<file path="config.mk">
export PLATFORM = sky130hd
export DESIGN_NAME = seq_restoring_divider
export DESIGN_NICKNAME = d
export VERILOG_FILES = /design/src/rtl/seq_restoring_divider.sv
export SDC_FILE = /design/constraint.sdc
export NUM_CORES = 1
export LEC_CHECK = 0
export CELL_PAD_IN_SITES_DETAIL_PLACEMENT = 1
export CELL_PAD_IN_SITES_GLOBAL_PLACEMENT = 2
export CORE_MARGIN = 5
export CORE_UTILIZATION = 30
export DETAILED_ROUTE_END_ITERATION = 8
export GPL_TIMING_DRIVEN = 0
export MAX_ROUTING_LAYER = met4
export PLACE_DENSITY = 0.76
export SYNTH_ARGS = -nofsm -noshare
export SYNTH_HDL_FRONTEND = slang
export SYNTH_SLANG_ARGS = --single-unit
</file>
<file path="constraint.sdc">
create_clock -name clk -period 5.4 [get_ports clk]
set_input_delay 1.08 -clock clk [delete_from_list [all_inputs] [get_ports clk]]
set_output_delay 1.08 -clock clk [all_outputs]
set_load 0.01 [all_outputs]
</file>
<file path="src/rtl/seq_restoring_divider.sv">
// Iterative unsigned restoring divider: one trial subtraction per clock,
// start/busy/done handshake, result registers held until the next result.
module seq_restoring_divider #(
  parameter int WIDTH = 32
) (
  input  logic             clk,
  input  logic             rst,
  input  logic             start,
  input  logic [WIDTH-1:0] A,
  input  logic [WIDTH-1:0] B,
  output logic             busy,
  output logic             done,
  output logic [WIDTH-1:0] Q,
  output logic [WIDTH-1:0] R,
  output logic             divByZero
);

  localparam int CW = $clog2(WIDTH + 1);

  typedef enum logic [1:0] {
    IDLE = 2'd0,
    DIV  = 2'd1,
    FIN  = 2'd2
  } state_e;

  state_e           state_q, state_d;
  logic [WIDTH-1:0] quo_q, quo_d;
  logic [WIDTH-1:0] rem_q, rem_d;
  logic [WIDTH-1:0] divisor_q, divisor_d;
  logic [CW-1:0]    cnt_q, cnt_d;
  logic [WIDTH-1:0] qOut_q, qOut_d;
  logic [WIDTH-1:0] rOut_q, rOut_d;
  logic             dbz_q, dbz_d;

  logic [WIDTH:0]   remShift;
  logic [WIDTH:0]   trial;
  logic [WIDTH-1:0] quoShift;
  logic [WIDTH-1:0] remNext;

  // The remainder stays below the divisor, so its top (WIDTH+1-th) bit is
  // always zero between steps and only the shifted value needs the extra bit.
  always_comb begin
    remShift = {rem_q, quo_q[WIDTH-1]};
    trial    = remShift - {1'b0, divisor_q};
    quoShift = {quo_q[WIDTH-2:0], ~trial[WIDTH]};
    remNext  = trial[WIDTH] ? remShift[WIDTH-1:0] : trial[WIDTH-1:0];
  end

  always_comb begin
    state_d   = state_q;
    quo_d     = quo_q;
    rem_d     = rem_q;
    divisor_d = divisor_q;
    cnt_d     = cnt_q;
    qOut_d    = qOut_q;
    rOut_d    = rOut_q;
    dbz_d     = dbz_q;

    case (state_q)
      IDLE, FIN: begin
        if (start) begin
          quo_d     = A;
          divisor_d = B;
          rem_d     = '0;
          cnt_d     = '0;
          if (B != '0) begin
            state_d = DIV;
          end else begin
            state_d = FIN;
            qOut_d  = '1;
            rOut_d  = A;
            dbz_d   = 1'b1;
          end
        end else if (state_q == FIN) begin
          state_d = IDLE;
        end
      end

      DIV: begin
        quo_d = quoShift;
        rem_d = remNext;
        cnt_d = cnt_q + CW'(1);
        if (cnt_q == CW'(WIDTH - 1)) begin
          state_d = FIN;
          qOut_d  = quoShift;
          rOut_d  = remNext;
          dbz_d   = 1'b0;
        end
      end

      default: state_d = IDLE;
    endcase
  end

  always_ff @(posedge clk or posedge rst) begin
    if (rst) begin
      state_q   <= IDLE;
      quo_q     <= '0;
      rem_q     <= '0;
      divisor_q <= '0;
      cnt_q     <= '0;
      qOut_q    <= '0;
      rOut_q    <= '0;
      dbz_q     <= 1'b0;
    end else begin
      state_q   <= state_d;
      quo_q     <= quo_d;
      rem_q     <= rem_d;
      divisor_q <= divisor_d;
      cnt_q     <= cnt_d;
      qOut_q    <= qOut_d;
      rOut_q    <= rOut_d;
      dbz_q     <= dbz_d;
    end
  end

  assign busy      = (state_q == DIV);
  assign done      = (state_q == FIN);
  assign Q         = qOut_q;
  assign R         = rOut_q;
  assign divByZero = dbz_q;

endmodule
</file>
# Yosys cells after proc, flatten, opt, wreduce, memory -nomap -nowiden
# Index checks and enable logic that the tools add are counted.
# W data, S select, Z words.
dict set report classes {
  addsub 2
  n_eq_ne 7
  mux 24
  bitwise 1
  n_reduce_logical 8
}
# op count
set ops {}
lappend ops {{$mux W32} 9}
lappend ops {{$pmux W32 S2} 4}
lappend ops {{$sub A33 B32 Y33} 1}
lappend ops {{$reduce_bool A32 Y1} 1}
lappend ops {{$pmux W6 S2} 1}
lappend ops {{$mux W2} 4}
lappend ops {{$add A6 B1 Y6 const B} 1}
lappend ops {{$eq A6 B5 Y1 const B} 1}
lappend ops {{$mux W6} 1}
lappend ops {{$reduce_and A2 Y1} 3}
lappend ops {{$ne A2 B2 Y1 const B} 2}
lappend ops {{$pmux W2 S2} 1}
lappend ops {{$reduce_and A4 Y1} 1}
lappend ops {{$mux W1} 3}
lappend ops {{$ne A3 B3 Y1 const B} 1}
lappend ops {{$eq A2 B1 Y1 const B} 1}
lappend ops {{$eq A2 B2 Y1 const B} 1}
lappend ops {{$logic_not A2 Y1} 1}
lappend ops {{$ne A2 B1 Y1 const B} 1}
lappend ops {{$pmux W1 S2} 1}
lappend ops {{$reduce_bool A2 Y1} 1}
lappend ops {{$reduce_or A2 Y1} 1}
lappend ops {{$not A1 Y1} 1}
dict set report totals {
  regBits 169
  inputBits 67
  out_inout_bits 67
  wordCells 50
}

# Logic depth before layout (Yosys ltp)
dict set report depth {
  ltp_word 4
  mapped_depth 15
  mapped_depth_nobuf 13
}

# Worst setup path after synthesis
# Ideal clock, no wire load.
dict set report synth_timing {
  path_type {register -> register}
  startpoint {reg quo_q[31]}
  endpoint {reg rOut_q[19] (netlist: R[19])}
  arrival_time_ps 3105
  path_slack_ps 2213
  path_stages_with_launch 16
  n_path_buf 2
  period_less_slack_ps 3187
  path_cell_list {dfrtp_1 inv_1 ha_1 fa_1 nand2b_1 a21oi_1 o41ai_4 o211ai_1 a21oi_2 a21oi_2 a311oi_4 xnor2_1 buf_4 buf_2 nand2_1 a31oi_1}
}
dict set report synth_via {
  elab_chain_len 4
}
# element line
set synth_rtl {}
lappend synth_rtl {{start: declaration} 27} ;# logic [WIDTH-1:0] quo_q, quo_d;
lappend synth_rtl {{start signal: assignment} 107} ;# quo_q <= quo_d;
lappend synth_rtl {{$sub A33 B32 Y33} 44} ;# trial = remShift - {1'b0, divisor_q};
lappend synth_rtl {{$mux W32} 46} ;# remNext = trial[WIDTH] ? remShift[WIDTH-1:0] : trial[WIDTH-1:0];
lappend synth_rtl {{$mux W32} 83} ;# if (cnt_q == CW'(WIDTH - 1)) begin
lappend synth_rtl {{$pmux W32 S2} 59} ;# case (state_q)
lappend synth_rtl {{end signal: assignment} 112} ;# rOut_q <= rOut_d;
lappend synth_rtl {{end: declaration} 32} ;# logic [WIDTH-1:0] rOut_q, rOut_d;
# No other way between the ends. The select of a mux whose other input is x is not followed.
# A chain may end at the register's enable or synchronous reset.

# Worst setup path after layout
dict set report layout_timing {
  startpoint {reg quo_q[31]}
  endpoint {reg rem_q[27]}
}
dict set report layout_via {
  elab_chain_len 3
}
# element line
set layout_rtl {}
lappend layout_rtl {{$sub A33 B32 Y33} 44}
lappend layout_rtl {{$mux W32} 46}
lappend layout_rtl {{$pmux W32 S2} 59}
lappend layout_rtl {{end signal: assignment} 108} ;# rem_q <= rem_d;
lappend layout_rtl {{end: declaration} 28} ;# logic [WIDTH-1:0] rem_q, rem_d;
# No other way between the ends.

==> tab_implementation.tex <==
\begin{tabular}{lr}
\hline
Metric & Value \\
\hline
\multicolumn{2}{l}{\textbf{Synth}} \\
\quad Most frequent cells after synthesis & 187 x nand2\_1, 169 x dfrtp\_1, 121 x o21ai\_0 \\
\quad Leading cell type by number of instances after synthesis & nand2\_1 \\
\quad Top cell type's share of synthesized area & 0.473 \\
\quad Post-synthesis instance area & 8950 um2 \\
\quad Post-Syn Nets & 1130 \\
\quad Flops \& latches, synth & 169 \\
\quad Sequential cell area fraction in the yosys report & 0.473 \\
\quad Number of enable-type register cells in the synthesized netlist & 0 \\
\quad Cell count after synthesis & 1029 \\
\quad Yosys warning count & 0 \\
\quad Biggest area consumer among synthesized cells & dfrtp\_1 \\
\quad Most instantiated flip-flop cell in the synthesis netlist & dfrtp\_1 \\
\quad Share of synthesized registers carrying an async set or reset & 1.00 \\
\quad Syn Area/Cell & 8.70 um2 \\
\quad Number of distinct library cell variants in the gate-level netlist after synthesis & 57 \\
\quad Dominant cells by area after synthesis & dfrtp\_1 47\%, nand2\_1 7.8\%, o21ai\_0 6.8\%, ha\_1 4.6\%, a31oi\_1 3.4\% \\
\multicolumn{2}{l}{\textbf{Power and ir drop}} \\
\quad Peak supply drop & 0.270 mV \\
\quad Cell area power density & 801 nW/um2 \\
\quad Lkg Pwr & 4.83 nW \\
\multicolumn{2}{l}{\textbf{Routing}} \\
\quad First-pass iteration count of the detailed router & 7 \\
\quad DR iter-0 viols & 401 \\
\quad Vias post-DR & 8034 \\
\quad Drt via density & 5.05 \\
\quad Final wirelength & 31900 um \\
\quad Average detailed-routed wire length per instance & 20.1 um \\
\quad Detailed-route DRC error count & 0 \\
\quad Final ANT Viol Nets & 0 \\
\multicolumn{2}{l}{\textbf{Floorplan}} \\
\quad Chip Height & 183 um \\
\quad Die Span X & 183 um \\
\quad Die ar. & 33400 um2 \\
\quad Starting utilization of the core area & 0.303 \\
\quad Total I/O pin count & 134 \\
\quad Number of rows in the core area & 63 \\
\quad Core footprint & 29600 um2 \\
\multicolumn{2}{l}{\textbf{STA}} \\
\quad Slew at the pin with the worst max-slew slack & 845 ps \\
\quad Number of setup violations in the final report & 0 \\
\quad Setup slack of the critical path after layout & 881 ps \\
\quad Number of pins exceeding their max-slew limit in the final report & 0 \\
\quad Hold Vio Cnt, Final & 0 \\
\quad Fin Clk Skew & 13.1 ps \\
\quad Sum of negative setup slack & 0 ps \\
\quad Peak Freq & 0.221 GHz \\
\quad Post-route clock period utilization & 0.837 \\
\quad Unrepaired setup endpoints after global routing & no \\
\quad Relative slew slack & 0.431 \\
\quad Shortest clock period the worst path allows after layout & 4520 ps \\
\multicolumn{2}{l}{\textbf{Run status}} \\
\quad Outcome & finished, final reports clean \\
\multicolumn{2}{l}{\textbf{Clock network}} \\
\quad Maximum clock path buffer count & 2 \\
\quad Number of clock buffers inserted by TritonCTS & 17 \\
\quad Maximum level of the CTS H-tree & 4 \\
\quad Count of cells resized by post-cts repair & 0 \\
\quad Clock tree root driver cell & clkbuf\_16 \\
\quad Sink count of the clock tree & 169 \\
\quad CTS tree & yes \\
\quad Post-CTS Setup Inserts & 0 \\
\quad Clock latency on the worst-skew pair & 440 ps \\
\quad Number of buffers inserted for hold repair after clock tree synthesis & 0 \\
\quad Clock-pin slew of the registers on the worst-case setup and hold paths & 80 ps \\
\multicolumn{2}{l}{\textbf{Place}} \\
\quad Place WS & 342 ps \\
\quad Final weighted congestion in routability-driven placement & 0.849 \\
\quad HPWL after detailed placement & 25400 um \\
\quad Count of buffers inserted at the top-level ports & 133 \\
\multicolumn{2}{l}{\textbf{Setup path}} \\
\quad Peak fanout along the critical path & 10 \\
\quad Startpoint types & flop \\
\quad Critical Path Slowest Stage Cell & clkbuf\_1 \\
\quad Required time of the critical path & 5750 ps \\
\quad Delay of the slowest cell on the worst path & 590 ps \\
\quad Signal arrival time at the worst endpoint & 4870 ps \\
\quad Worst path cell trace & inv\_1 > ha\_1 > fa\_1 > nand2b\_1 > a21oi\_1 > o41ai\_4 > o211ai\_1 > a21oi\_2 > a21oi\_2 > a311oi\_4 > xnor2\_1 > clkbuf\_1 > o211ai\_1 > o21ai\_0 \\
\quad Register-to-register path setup slack & 880 ps \\
\quad Crit end category & flop \\
\quad Family with the most delay on the worst path & compound AO/OA/AOI/OAI gates \\
\quad Count of buffering cells on the critical path with inverters included & 2 \\
\quad Type of the worst setup path & reg -> reg \\
\multicolumn{2}{l}{\textbf{Job}} \\
\quad Number of max-cap violations & 0 \\
\multicolumn{2}{l}{\textbf{Cells and area}} \\
\quad Signed area change from the synthesized netlist to the final layout & 27.9\% \\
\quad Layout cells sized above 1 & 0.0434 \\
\quad Layout Nets & 1287 \\
\multicolumn{2}{l}{\textbf{Global route}} \\
\quad Wire length of the first global-routing pass & 50100 um \\
\quad Largest net degree at the start of global routing & 41 \\
\quad Global-route usage over all layers & 0.198 \\
\quad Vias in the first global route & 8520 \\
\quad Grt ovf & 0 \\
\quad Initial antenna violation count & 0 \\
\multicolumn{2}{l}{\textbf{Min path}} \\
\quad Class of the tightest hold or removal check & reg -> reg \\
\hline
\end{tabular}
## metal layers
metal  part of all wire  global-route usage  vias to the layer above
met1               0.49               0.281                     3903
met4              0.011              0.0429                        0
met3              0.036              0.0213                       22
li1                   -                   -                     3930
met2               0.46               0.307                      179
met5                  0                   -                        -
## area by class of cell
class / instances / area (um2)
fillers: 3470 / 18100
multi-input cells: 747 / 4280
flip-flops and latches: 169 / 4230
repair buffers: 138 / 1440
well taps: 390 / 488
clock buffers: 18 / 429
plain buffers: 70 / 275
inverters: 43 / 165
clock inverters: 14 / 134
diodes: 1 / 2.50
## cells by family after synthesis
logic type / share of synthesized area
AND/OR/NAND/NOR: 0.178
multiplexers: 0.0134
XOR/XNOR: 0.0292
flip-flops: 0.473
adder cells (fa/ha/maj): 0.0484
buffers and inverters: 0.0488
AO/OA/AOI/OAI: 0.210
## stage by stage
step / cell area [um2] / utilization / hold slack, ps / total power, mW / std cells
floorplan: 8950 / - / 439 / 5.90 / 1029
global placement: 10800 / 0.364 / 464 / 7.91 / 1552
detailed placement: 10900 / 0.368 / 474 / 8.04 / 1557
CTS: 11400 / 0.387 / 492 / 9.26 / 1589
global route: 11400 / 0.387 / 512 / 9.93 / 1589
finish: 11400 / 0.387 / 483 / 9.17 / 1590
## worst register-to-register path: cells and delay by family, from the launching register on
kind            cells  cell delay [ps]
xor+xnor            1              240
flops               1              390
buf+inv             2              710
simple gates        1              160
compound gates      8             2380
fa+ha+maj           2              560
## placed cells by master, fill, tap and decap left out, types with 6 or more instances in the layout
master / Yosys / routed
nand2_1: 187 / 187
dfrtp_1: 169 / 169
clkdlybuf4s50_1: 0 / 133
o21ai_0: 121 / 121
a21oi_1: 61 / 61
clkbuf_1: 58 / 59
nor2_1: 57 / 57
a31oi_1: 49 / 49
inv_1: 43 / 42
nand3_1: 37 / 37
ha_1: 33 / 33
nor3_1: 22 / 22
xnor2_1: 20 / 20
clkbuf_16: 0 / 17
o31ai_1: 15 / 15
and3_1: 14 / 14
or3_1: 13 / 13
mux2i_1: 12 / 12
nor4_1: 9 / 9
a21o_1: 9 / 9
xor2_1: 8 / 8
a211oi_1: 6 / 6
nand2b_1: 6 / 6
nand4_1: 6 / 6
buf_1: 6 / 6
## power breakdown
part | internal, mW | switching, mW
combinational | 2.15 | 3.48
sequential | 1.91 | 0.428
clock | 0.609 | 0.586
total | 4.67 | 4.50
## registers in the layout (all words and copies together) (netlist names)
signal and cells:
rem_q 32, quo_q 32, cnt_q 6, divisor_q 32, state_q 2, Q 32, R 32, divByZero 1
## worst paths after layout
| check | start | to | depth (start not counted) |
|---|---|---|---|
| worst min register to register | Q[27] | Q[27] | 2 |
| worst min-delay path | Q[27] | Q[27] | 2 |
| worst max register to register | quo_q[31] | rem_q[27] | 14 |
| min in group asynchronous | rst | Q[29] | 2 |
| max in group asynchronous | rst | rem_q[14] | 5 |
| worst max-delay path | quo_q[31] | rem_q[27] | 14 |
(Power assumes the default switching activity.)
